--- src/rtl/mult_controller.sv ---
// rtl/mult_controller.sv - sequencing FSM for the shift-add multiplier datapath
// Accepts operands, steps the datapath WIDTH_M times, then holds the product until consumed.
module mult_controller #(
  parameter int WIDTH_M = 16,
  parameter int WIDTH_C = 4
) (
  input  logic clk,
  input  logic reset,
  input  logic in_valid,
  output logic in_ready,
  output logic out_valid,
  input  logic out_ready,
  input  logic multiplier_lsb,
  input  logic count_check,
  input  logic empty,
  output logic load_words,
  output logic flush,
  output logic add_shift,
  output logic shift,
  output logic ready,
  output logic busy,
  output logic protocol_err
);

  typedef enum logic [1:0] {IDLE, CALC, DONE} state_t;

  localparam logic [WIDTH_C-1:0] LAST_STEP = WIDTH_C'(WIDTH_M - 1);

  state_t             state, state_next;
  logic [WIDTH_C-1:0] step, step_next;
  logic               err_set;

  always_ff @(posedge clk or posedge reset) begin
    if (reset) begin
      state        <= IDLE;
      step         <= '0;
      protocol_err <= 1'b0;
    end else begin
      state <= state_next;
      step  <= step_next;
      if (err_set) protocol_err <= 1'b1;
    end
  end

  always_comb begin
    state_next = state;
    step_next  = step;
    err_set    = 1'b0;
    in_ready   = 1'b0;
    out_valid  = 1'b0;
    ready      = 1'b0;
    load_words = 1'b0;
    flush      = 1'b0;
    add_shift  = 1'b0;
    shift      = 1'b0;
    unique case (state)
      IDLE: begin
        in_ready = 1'b1;
        if (in_valid) begin
          load_words = 1'b1;
          flush      = 1'b1;
          step_next  = '0;
          // A zero operand needs no steps: the flush already produced the answer.
          state_next = empty ? DONE : CALC;
        end
      end
      CALC: begin
        add_shift = multiplier_lsb;
        shift     = ~multiplier_lsb;
        step_next = step + 1'b1;
        if (step == LAST_STEP) begin
          err_set    = ~count_check;
          state_next = DONE;
          step_next  = '0;
        end else if (count_check) begin
          // Datapath counter reached its end early; abandon the multiply.
          err_set    = 1'b1;
          state_next = DONE;
          step_next  = '0;
        end
      end
      DONE: begin
        out_valid = 1'b1;
        ready     = 1'b1;
        if (out_ready) state_next = IDLE;
      end
      default: state_next = IDLE;
    endcase
  end

  assign busy = (state != IDLE);

endmodule
--- config.mk ---
export PLATFORM = sky130hd
export DESIGN_NAME = mult_controller
export DESIGN_NICKNAME = d
export VERILOG_FILES = /design/src/rtl/mult_controller.sv
export SDC_FILE = /design/constraint.sdc
export NUM_CORES = 1
export LEC_CHECK = 0
export BUFFER_PORTS_ARGS = -buffer_cell sky130_fd_sc_hd__buf_2
export CAP_MARGIN = 10
export CORE_AREA = 10 10 47 49
export CTS_CLUSTER_DIAMETER = 80
export DETAILED_ROUTE_END_ITERATION = 10
export DIE_AREA = 0 0 57 59
export PLACE_DENSITY_LB_ADDON = 0.25
export SETUP_SLACK_MARGIN = 0.3
export SYNTH_ARGS = -nofsm -noshare
export SYNTH_HDL_FRONTEND = slang
export SYNTH_SLANG_ARGS = --single-unit
--- constraint.sdc ---
create_clock -name clk -period 1.39 [get_ports clk]
set_clock_uncertainty 0.2 [all_clocks]
set_input_delay 0.139 -clock clk [delete_from_list [all_inputs] [get_ports clk]]
set_output_delay 0.139 -clock clk [all_outputs]
set_load 0.01 [all_outputs]
Word level (Yosys, flattened, before mapping). Index checks and enable logic that the tools add are counted.

$add $sub $neg: 1. Equality and inequality tests: 6. Muxes and demuxes: 19. Bitwise operators: 2. Reduce and logical (&&, ||, !) cells: 5.

Operators with widths (number): $mux W4 (3); $mux W2 (5); $mux W1 (9); $pmux W4 S2 (1); $pmux W2 S3 (1); $add A4 B1 Y4 const B (1); $eq A4 B4 Y1 const B (1); $ne A2 B2 Y1 const B (2); $reduce_bool A2 Y1 (2); $ne A3 B3 Y1 const B (1); $reduce_and A3 Y1 (1); $eq A2 B1 Y1 const B (1); $eq A2 B2 Y1 const B (1); $logic_not A2 Y1 (1); $not A1 Y1 (2); $reduce_and A2 Y1 (1).

Bits in registers: 7. Bits of input ports: 7. Output and inout bits: 9. Logic and storage cells: 36.

Depth between registers and ports, before layout. Gate-level depths: netlist (run 1).

Depth after elaboration: 4. Gate-level depth with buffers: 5. Depth with buffers taken out: 5.

Worst setup path before layout (run 1). No wires, ideal clock.

Path kind: reg-to-output. Start point: register state[0]. End point: output load_words. Arrival time: 1.284 ns. Setup slack: -0.233 ns. Cell stages (with the launch flop): 6. Path buffers: 2. Cells stage by stage: dfrtp_1 buf_2 or2_2 inv_1 and2_1 buf_4.

Longest elaborated chain between the ends: 2.

Ends and longest elaborated chain: start: declaration (line 29) `state_t state, state_next;`; start signal: assignment (line 39) `state <= state_next;`; $logic_not A2 Y1; $mux W1; end: declaration (line 16) `output logic load_words,`.

Every way passes these cells.

Final worst setup path (run 1).
Start point: register state[1]. End point: output flush.

Longest elaborated chain between the ends: 2.

Ends and longest elaborated chain: $logic_not A2 Y1 (line 56) `unique case (state)`; $mux W1 (line 56); end: declaration (line 17) `output logic flush,`.

Every way passes these cells.

==> results of run 1 <==
==> sequential cells by signal, indices dropped and copies added, names as in the netlist <==
name,flops
protocol_err,1
state,2
step,4
==> report_power, final <==
part	internal [mW]	switching, mW	total [mW]
Combinational	0.351	0.302	0.652
Clock	0.110	0.0758	0.185
Sequential	0.253	0.0415	0.295
==> what timing repair did <==
item,4_1_cts,5_1_grt
pin swaps,2,0
endpoints found under the setup margin,16,16
resized for setup,9,4
buffers inserted,1,0
gates cloned,0,0
hold endpoints to repair,9,0
hold buffers,3,0
==> Yosys cell counts <==
library cell / number
a22oi_1: 1
a31o_2: 1
a32o_1: 2
and2_1: 1
and3_1: 1
buf_2: 1
buf_4: 2
dfrtp_1: 7
ha_1: 2
inv_1: 4
mux2i_1: 2
nand2_1: 4
nand2b_1: 2
nand3_1: 3
nand4_1: 1
nor2_1: 4
nor3b_1: 1
o21a_1: 1
o21ai_0: 2
o21bai_1: 1
or2_2: 1
or4_1: 1
==> cell families after synthesis <==
family | Yosys count
mux | 2
buf+inv | 7
fa+ha+maj | 2
simple gates | 19
compound gates | 8
flops | 7
==> layer usage <==
metal / vias up / wire length, um / global-route usage (%)
met5: - / 0 / 0
met4: 0 / 5 / 5.705
met3: 2 / 46 / 1.931
met2: 9 / 550 / 9.922
met1: 189 / 530 / 8.926
li1: 218 / - / -
==> placed cells by master, fill, tap and decap left out, drive strengths merged, types with 3 or more instances in the layout <==
cell | netlist | final
nand2 | 4 | 4
inv | 4 | 4
nand3 | 3 | 3
nor2 | 4 | 4
dlygate4sd3 | 0 | 3
dfrtp | 7 | 7
buf | 3 | 25
clkbuf | 0 | 4
==> worst min-delay path, cell delays in order <==
cell     delay [ns]
buf_2          0.12
nor3b_4        0.05
nand2_1        0.07
o21ai_2        0.05
==> cell type report <==
type | count | area [sq um]
fill | 146 | 688.2
timing repair buffer | 28 | 200.2
clock buffer | 4 | 26.28
inverter | 4 | 17.52
sequential | 7 | 175.2
tap | 16 | 20.02
multi-input combinational | 31 | 274.0
==> how the worst max path moves through the flow <==
stage | from | endpoint | slack (ns) | depth (start not counted)
6_report | state[1]$_DFFE_PP0P_ | flush | -0.14 | 4
5_1_grt | state[1]$_DFFE_PP0P_ | flush | -0.21 | 4
4_1_cts | state[1]$_DFFE_PP0P_ | flush | -0.15 | 4
3_5_place_dp | step[1]$_DFFE_PP0P_ | protocol_err$_DFFE_PP0P_ | -0.01 | 4
3_3_place_gp | state[1]$_DFFE_PP0P_ | step[3]$_DFFE_PP0P_ | -0.001 | 3
2_1_floorplan | state[0]$_DFFE_PP0P_ | load_words | -0.04 | 5
==> metrics.md, run 1 <==
| Metric | Value |
|---|---|
| FF-to-FF Start | state[1]$_DFFE_PP0P_ |
| Fmax | ~650 MHz |
| CP startpoint kind | flip-flop |
| CP Data Arrival Time | between 1 and 1.5 ns |
| Register-to-Register Path Depth | 3 |
| Worst slew pin tran | 0.3216 ns |
| #FFs+latches synth | 7 |
| Worst path bufs/invs | 2 |
| Clock tree buffer depth | 2 |
| CP top delay family | flip-flops |
| Via Count | 418 |
| Xor-xnor portion of the synthesized cell area | 0% |
| Aggregate global routing overflow | 0 |
| Nature of the critical path endpoint | primary output |
| Peak VDD IR | ~0.00098 V |
| Die Y | 59 um |
| Simple-gate share of the synthesized area | about a quarter |
| Vias in the first global route | between 400 and 500 |
| Clk_lat worst skew | 0.25 ns |
| Initial antenna violation count | 0 |
| Post-Syn Area | approximately 410 sq um |
| Util after Layout | 50.89% |
| Hold Crit Depth | 4 |
| Worst hold slack | around 0.020 ns |
| Final Critical Period | about 1.5 ns |
| Setup TNS | -0.6555 ns |
| Post-DP HPWL | approximately 870 um |
| Number of port buffers | 15 |
| Post-synth net total | 54 |
| Setup CP Type | flip-flop to primary output |
| RePlAce Congestion | 0.7706 |
| Initial Util | between 20% and 30% |
| Syn Area/Cell | about 9.2 sq um |
| Total power | between 1 and 1.5 mW |
| DRC | 0 |
| Htree depth | 1 |
| Design Area, Final | 713.2 sq um |
| RSZ-0062 raised after global routing | yes |
| Final setup margin | -0.1369 ns |
| Worst Path Required | between 1 and 1.5 ns |
| First-pass GRT wire length | a little under 2 mm |
| Iter 0 DRT Violations | 7 |
| Hold Fails Final Rpt | 0 |
| Fin crit share | 109.8% |
| Worst slack, placed | -0.01246 ns |
| Layout area overhead | 72.21% |
| Register area share after synthesis | between 40% and 50% |
| Syn Inst Count | 45 |
| Post-synth top area share | 42.30% |
| Layout cell share with drive strength beyond 1 | approximately 54% |
| Number of I/O pins | 16 |
| PD cells | around 1600 nW/um^2 |
| Root buffer cell | clkbuf_4 |
| Post-synthesis mux area share | between 4 and 5% |
| Synth Area in Adders | a little over 6% |
| Post-Layout Cell Count | 90 |
| Max_cap viols | 0 |
| Max-slew headroom | between 70% and 80% |
| Number of diodes | 0 |
| Per-cell routed wire length | between 10 and 15 um |
| Area post-placement | a little under 600 sq um |
| Final #Nets | 84 |
| Final ANT Viol Nets | 0 |
| Yosys top cell by area | dfrtp_1 |
| Post-synth cell types | 22 |
| Gr usage total | 7.127% |
| Maximum fanout along the worst path | 4 |
| Reg2Reg Setup Slack | -0.01 ns |
| Num rows | 14 |
| Die W | 57 um |
| Placed cells | between 80 and 90 |
| Final Max Tran Viols | 0 |
| Reg clk slew, reported paths | roughly 0.050 ns |
| Clock Sinks | 7 |
| Worst r2r dst | step[3]$_DFFE_PP0P_ |
| CP max stage cell | dfrtp_1 |
| CTS tree | built |
| Largest net degree at the start of global routing | 8 |
| Vias/cell | 4.644 |
| Routed wire length | between 1 and 1.5 mm |
| Worst-path cell chain | or2_4 -> inv_4 -> and2_4 -> buf_2 |
| Largest stage delay, worst path | 0.40 ns |
| Die area | roughly 3400 sq um |
| Hold Path Sink | step[0]$_DFFE_PP0P_ |
| LEAKAGE | between 0.3 and 0.4 nW |
| Worst hold path class | input pin to flip-flop |
| Detailed Routing Iterations Pass 1 | 4 |
| Status | finished with violations |
| Num CTS Buffers | 3 |
| Ys Warns | 0 |
| Main combinational cell family by area after synthesis | simple AND/OR/NAND/NOR gates |
| Min-Delay Startpoint | count_check |
| Post-synthesis compound-gate area fraction | between 10 and 15% |
| Setup-failing EPs final | 8 |
| Violated checks | negative setup slack |
| Core ar. | between 1000 and 1500 sq um |
| Largest cells by area after synthesis | dfrtp_1 42%, ha_1 6.0%, a32o_1 4.8% |
(Power assumes the default switching activity.)
==> inputs of run 2 (changes only) <==
PLACE_DENSITY_LB_ADDON = default   (was 0.25)
==> metrics.md, run 2 (synthesis gave the netlist of run 1 again) <==
| Metric | Value |
|---|---|
| Vias/cell | 4.720 (+1.6%) |
| Number of diodes | 0 (unchanged) |
| Vias in the first global route | 452 (+7.9%) |
| Total power | 1.292 mW (+14%) |
| Reg2Reg Setup Slack | -0.03 ns (-0.02 ns) |
| Per-cell routed wire length | 13.16 um (+4.6%) |
| Setup TNS | -0.9937 ns (-0.3381 ns) |
| Most common cell after layout, fill and taps aside | buf_2 |
| Setup CP Type | flip-flop to primary output |
| Number of I/O pins | 16 (unchanged) |
| Num rows | 14 (unchanged) |
| Layout cell share with drive strength beyond 1 | 62.34% (+8.3 points) |
| Largest net degree at the start of global routing | 8 (unchanged) |
| Setup-failing EPs final | 10 (+2) |
| Worst hold path class | input pin to flip-flop |
| Maximum fanout along the worst path | 4 (unchanged) |
| DRC | 0 (unchanged) |
| Worst slack, placed | -0.01524 ns (-0.002781 ns) |
| Die area | 3363 sq um (unchanged) |
| RSZ-0062 raised after global routing | yes |
| Die W | 57 um (unchanged) |
| CP Data Arrival Time | 1.23 ns (+0.04 ns) |
| Max_cap viols | 0 (unchanged) |
| Final Critical Period | 1.574 ns (+0.04682 ns) |
| Aggregate global routing overflow | 0 (unchanged) |
| Clock Sinks | 7 (unchanged) |
| Peak VDD IR | 0.001051 V (+7.8%) |
| Detailed Routing Iterations Pass 1 | 4 (unchanged) |
| Clk_lat worst skew | 0.26 ns (about the same) |
| Htree depth | 1 (unchanged) |
| Gr usage total | 7.372% (+0.24 points) |
| Clock tree buffer depth | 2 (unchanged) |
| Iter 0 DRT Violations | 6 (-1) |
| Die Y | 59 um (unchanged) |
| Fmax | 635.4 MHz (-3.0%) |
| # fillers | 124 (-15%) |
| Post-DP HPWL | 911.5 um (+5.1%) |
| Worst Path Required | 1.05 ns (about the same) |
| Via Count | 439 (+5.0%) |
| Core ar. | 1401 sq um (unchanged) |
| Root buffer cell | clkbuf_4 |
| Max-slew headroom | 80.89% (+2.4 points) |
| Final ANT Viol Nets | 0 (unchanged) |
| LEAKAGE | 0.3702 nW (+8.4%) |
| Util after Layout | 55.89% (+5.0 points) |
| Routed wire length | 1.224 mm (+8.1%) |
| Initial antenna violation count | 0 (unchanged) |
| Biggest regs | step (4), state (2), protocol_err (1) |
| Placed cells | 82 (unchanged) |
| Reg clk slew, reported paths | 0.05 ns (about the same) |
| Num CTS Buffers | 3 (unchanged) |
| RePlAce Congestion | 0.8142 (+5.7%) |
| Status | finished with violations |
| Hold Fails Final Rpt | 0 (unchanged) |
| Initial Util | 29.55% (unchanged) |
| CTS tree | built |
| Final #Nets | 87 (+3.6%) |
| Final Max Tran Viols | 0 (unchanged) |
| Layout area overhead | 89.12% |
| First-pass GRT wire length | 1.994 mm (+3.6%) |
| Most flop-heavy register | step |
| Violated checks | negative setup slack |
| Worst slew pin tran | 0.2864 ns (-0.03521 ns) |
| Max reg flops | 4 (unchanged) |
| Nature of the critical path endpoint | primary output |
| PD cells | 1650 nW/um^2 (+3.9%) |
| Fin crit share | 113.2% (+3.4 points) |
| Final setup margin | -0.1837 ns (-0.04682 ns) |
| CP startpoint kind | flip-flop |
| Number of port buffers | 15 (unchanged) |
| Most frequent cells in the layout | 11 x buf_2, 10 x buf_6, 8 x buf_4, 6 x dfrtp_1, 4 x nand2_1 |
| Post-Layout Cell Count | 93 (+3.3%) |
==> run 2: changes by cell type in the layout (fill, tap and decap cells not counted), sizes merged <==
cell	before	now
buf	25	29
dlygate4sd3	3	2
==> run 2: routing by layer <==
| metal | GRT usage (%) | part of all wire (%) | up-vias |
|---|---|---|---|
| met1 | 7.674 | 41 | 204 |
| li1 | - | - | 220 |
| met3 | 3.433 | 6.7 | 4 |
| met4 | 5.034 | 2.4 | 0 |
| met5 | 0 | 0 | - |
| met2 | 11.63 | 50 | 11 |
==> run 2: final timing paths <==
| check | cells past startpoint | startpoint | to |
|---|---|---|---|
| setup / recovery | 4 | state[0]$_DFFE_PP0P_ | flush |
| hold / removal | 4 | count_check | step[0]$_DFFE_PP0P_ |
| setup reg to reg | 5 | state[0]$_DFFE_PP0P_ | state[1]$_DFFE_PP0P_ |
| hold reg to reg | 2 | step[3]$_DFFE_PP0P_ | step[3]$_DFFE_PP0P_ |
| max in group asynchronous | 3 | reset | state[0]$_DFFE_PP0P_ |
| min in group asynchronous | 3 | reset | protocol_err$_DFFE_PP0P_ |
==> run 2: report_power, final <==
| part | switching (mW) | internal (mW) |
|---|---|---|
| logic | 0.316 | 0.462 |
| clock network | 0.0887 | 0.110 |
| registers | 0.0600 | 0.255 |
==> run 2: worst max-delay path: stages, from the launching register on <==
cell	delay, ns
dfrtp_2	0.44
or2_4	0.26
inv_4	0.05
and2_4	0.13
buf_6	0.10
==> run 2: final cells by class <==
class                      instances  area [sq um]  area share (%)
clock buffer                       4         26.28           3.355
timing repair buffer              31         247.7           31.63
tap                               16         20.02           2.556
sequential                         7         176.4           22.52
inverter                           4         17.52           2.236
multi-input combinational         31         295.3           37.70
==> run 2: repair_timing <==
item	4_1_cts	5_1_grt
setup buffers	2	3
hold buffers	2	0
pin swaps	6	8
resized for setup	14	10
endpoints found under the setup margin	16	16
hold endpoints to repair	8	0
==> run 2: per-stage QoR <==
stage	hold WS, ns	area, sq um
after global routing	0.05066	783.3
after global placement	-0.1136	589.3
final	0.01954	783.3
after CTS	0.02355	718.2
after detailed placement	-0.1212	589.3
after floorplan	-0.2576	456.7
==> inputs of run 3 (changes only) <==
RECOVER_POWER = 100   (was default)
REMOVE_ABC_BUFFERS = 1   (was default)
==> metrics.md, run 3 (synthesis gave the netlist of run 1 again) <==
| Metric | Value |
|---|---|
| Status | finished with violations |
| Violated checks | negative setup slack |
| Most common cell after layout, fill and taps aside | buf_4 |
| Vias/cell | 4.739 (+0.40%) |
| Setup TNS | -0.6453 ns (+0.3484 ns) |
| Via Count | 436 (-0.68%) |
| Post-Layout Cell Count | 92 (-1.1%) |
| Per-cell routed wire length | 12.87 um (-2.2%) |
| Register area | 175.2 sq um (-0.71%) |
| Routed wire length | 1.184 mm (-3.3%) |
| Most frequent cells in the layout | 10 x buf_4, 9 x buf_6, 8 x buf_2, 7 x dfrtp_1, 4 x nand2_1 |
| Die W | 57 um (unchanged) |
| RSZ-0062 raised after global routing | yes |
| Num rows | 14 (unchanged) |
| CTS tree | built |
| CP Data Arrival Time | 1.52 ns (+0.29 ns) |
| Largest net degree at the start of global routing | 8 (unchanged) |
| Biggest regs | step (4), state (2), protocol_err (1) |
| Number of diodes | 0 (unchanged) |
| Layout cell share with drive strength beyond 1 | 60.53% (-1.8 points) |
| CP startpoint kind | flip-flop |
| Core ar. | 1401 sq um (unchanged) |
| Worst Path Required | 1.38 ns (+0.33 ns) |
| DRC | 0 (unchanged) |
| Aggregate global routing overflow | 0 (unchanged) |
| Initial Util | 29.55% (unchanged) |
| # fillers | 130 (+4.8%) |
| Fin crit share | 110.2% (-3.1 points) |
| Peak VDD IR | 0.0008109 V (-23%) |
| Most flop-heavy register | step |
| Clk_lat worst skew | 0.25 ns (about the same) |
| Number of I/O pins | 16 (unchanged) |
| Final #Nets | 86 (-1.1%) |
| PD cells | 1659 nW/um^2 (+0.56%) |
| Worst hold path class | input pin to flip-flop |
| Hold Crit Depth | 3 (-1) |
| Final Max Tran Viols | 0 (unchanged) |
| Register-to-Register Path Depth | 4 (-1) |
| Max_cap viols | 0 (unchanged) |
| Worst hold slack | 0.002264 ns (-0.01728 ns) |
| Cts hold-fix bufs | 2 (unchanged) |
| Fmax | 653.0 MHz (+2.8%) |
| Initial antenna violation count | 0 (unchanged) |
| Iter 0 DRT Violations | 10 (+4) |
| Design Area, Final | 752.0 sq um (-4.0%) |
| Nature of the critical path endpoint | flip-flop |
| Die area | 3363 sq um (unchanged) |
| Hold Path Sink | state[0]$_DFFE_PP0P_ |
| Root buffer cell | clkbuf_4 |
| Worst slew pin tran | 0.2765 ns (-0.009871 ns) |
| Post-DP HPWL | 862.9 um (-5.3%) |
| Reg clk slew, reported paths | 0.05 ns (about the same) |
| FF-to-FF Start | state[1]$_DFFE_PP0P_ |
| Min-Delay Startpoint | in_valid |
| Clock tree buffer depth | 2 (unchanged) |
| Setup-failing EPs final | 8 (-2) |
| Multi-input gate area | 272.8 sq um (-7.6%) |
| Detailed Routing Iterations Pass 1 | 4 (unchanged) |
| Area post-placement | 549.3 sq um (-6.8%) |
| Gr usage total | 6.774% (-0.60 points) |
| First-pass GRT wire length | 1.800 mm (-9.7%) |
| Max reg flops | 4 (unchanged) |
| Layout area overhead | 81.57% |
| Worst slack, placed | -0.06086 ns (-0.04562 ns) |
| Die Y | 59 um (unchanged) |
| Num CTS Buffers | 3 (unchanged) |
| Hold Fails Final Rpt | 0 (unchanged) |
| RePlAce Congestion | 0.7577 (-6.9%) |
| Total power | 1.248 mW (-3.5%) |
| LEAKAGE | 0.3660 nW (-1.1%) |
| Final ANT Viol Nets | 0 (unchanged) |
| Placed cells | 81 (-1.2%) |
| Final Critical Period | 1.531 ns (-0.04242 ns) |
| Worst r2r dst | step[3]$_DFFE_PP0P_ |
| Reg2Reg Setup Slack | -0.14 ns (-0.11 ns) |
| Util after Layout | 53.66% (-2.2 points) |
| Final setup margin | -0.1413 ns (+0.04242 ns) |
| Clock Sinks | 7 (unchanged) |
| Vias in the first global route | 415 (-8.2%) |
| Max-slew headroom | 81.55% (+0.66 points) |
| Setup CP Type | flip-flop to flip-flop |
| Number of port buffers | 15 (unchanged) |
| Maximum fanout along the worst path | 6 (+2) |
| Htree depth | 1 (unchanged) |
[run 3: layout make-up]
cell class | instances | area share (%)
multi-input combinational | 31 | 36.27
sequential | 7 | 23.29
inverter | 4 | 2.329
timing repair buffer | 30 | 31.95
tap | 16 | 2.662
clock buffer | 4 | 3.494
[run 3: worst max-delay path by stage]
stage,start,cells past startpoint,to
after floorplan,step[0]$_DFFE_PP0P_,4,protocol_err$_DFFE_PP0P_
after global placement,step[0]$_DFFE_PP0P_,4,protocol_err$_DFFE_PP0P_
after detailed placement,step[0]$_DFFE_PP0P_,4,protocol_err$_DFFE_PP0P_
after CTS,state[1]$_DFFE_PP0P_,4,flush
after global routing,state[1]$_DFFE_PP0P_,4,step[3]$_DFFE_PP0P_
final,state[1]$_DFFE_PP0P_,4,step[3]$_DFFE_PP0P_
[run 3: critical path, cell delays in order, from the launching register on]
cell	delay (ns)
dfrtp_1	0.40
buf_6	0.14
nand2b_4	0.14
or4_4	0.53
nand3_2	0.07
[run 3: repair_timing]
action                                  in CTS  in global routing
cloned                                       0                  0
endpoints found under the setup margin      16                 16
endpoints found under the hold margin        8                  1
pin swaps                                    5                  7
resized for setup                           10                 18
setup buffers                                3                  2
[run 3: routing by layer]
metal	track usage, %	share of wire, %	vias up
li1	-	-	218
met1	7.100	42	208
met2	11.16	53	10
met3	2.790	4.7	0
met4	4.027	0	0
met5	0	0	-
[run 3: report_power, final]
part           internal, mW  switching [mW]
Combinational         0.458           0.323
Clock                 0.109          0.0718
Sequential            0.253          0.0315
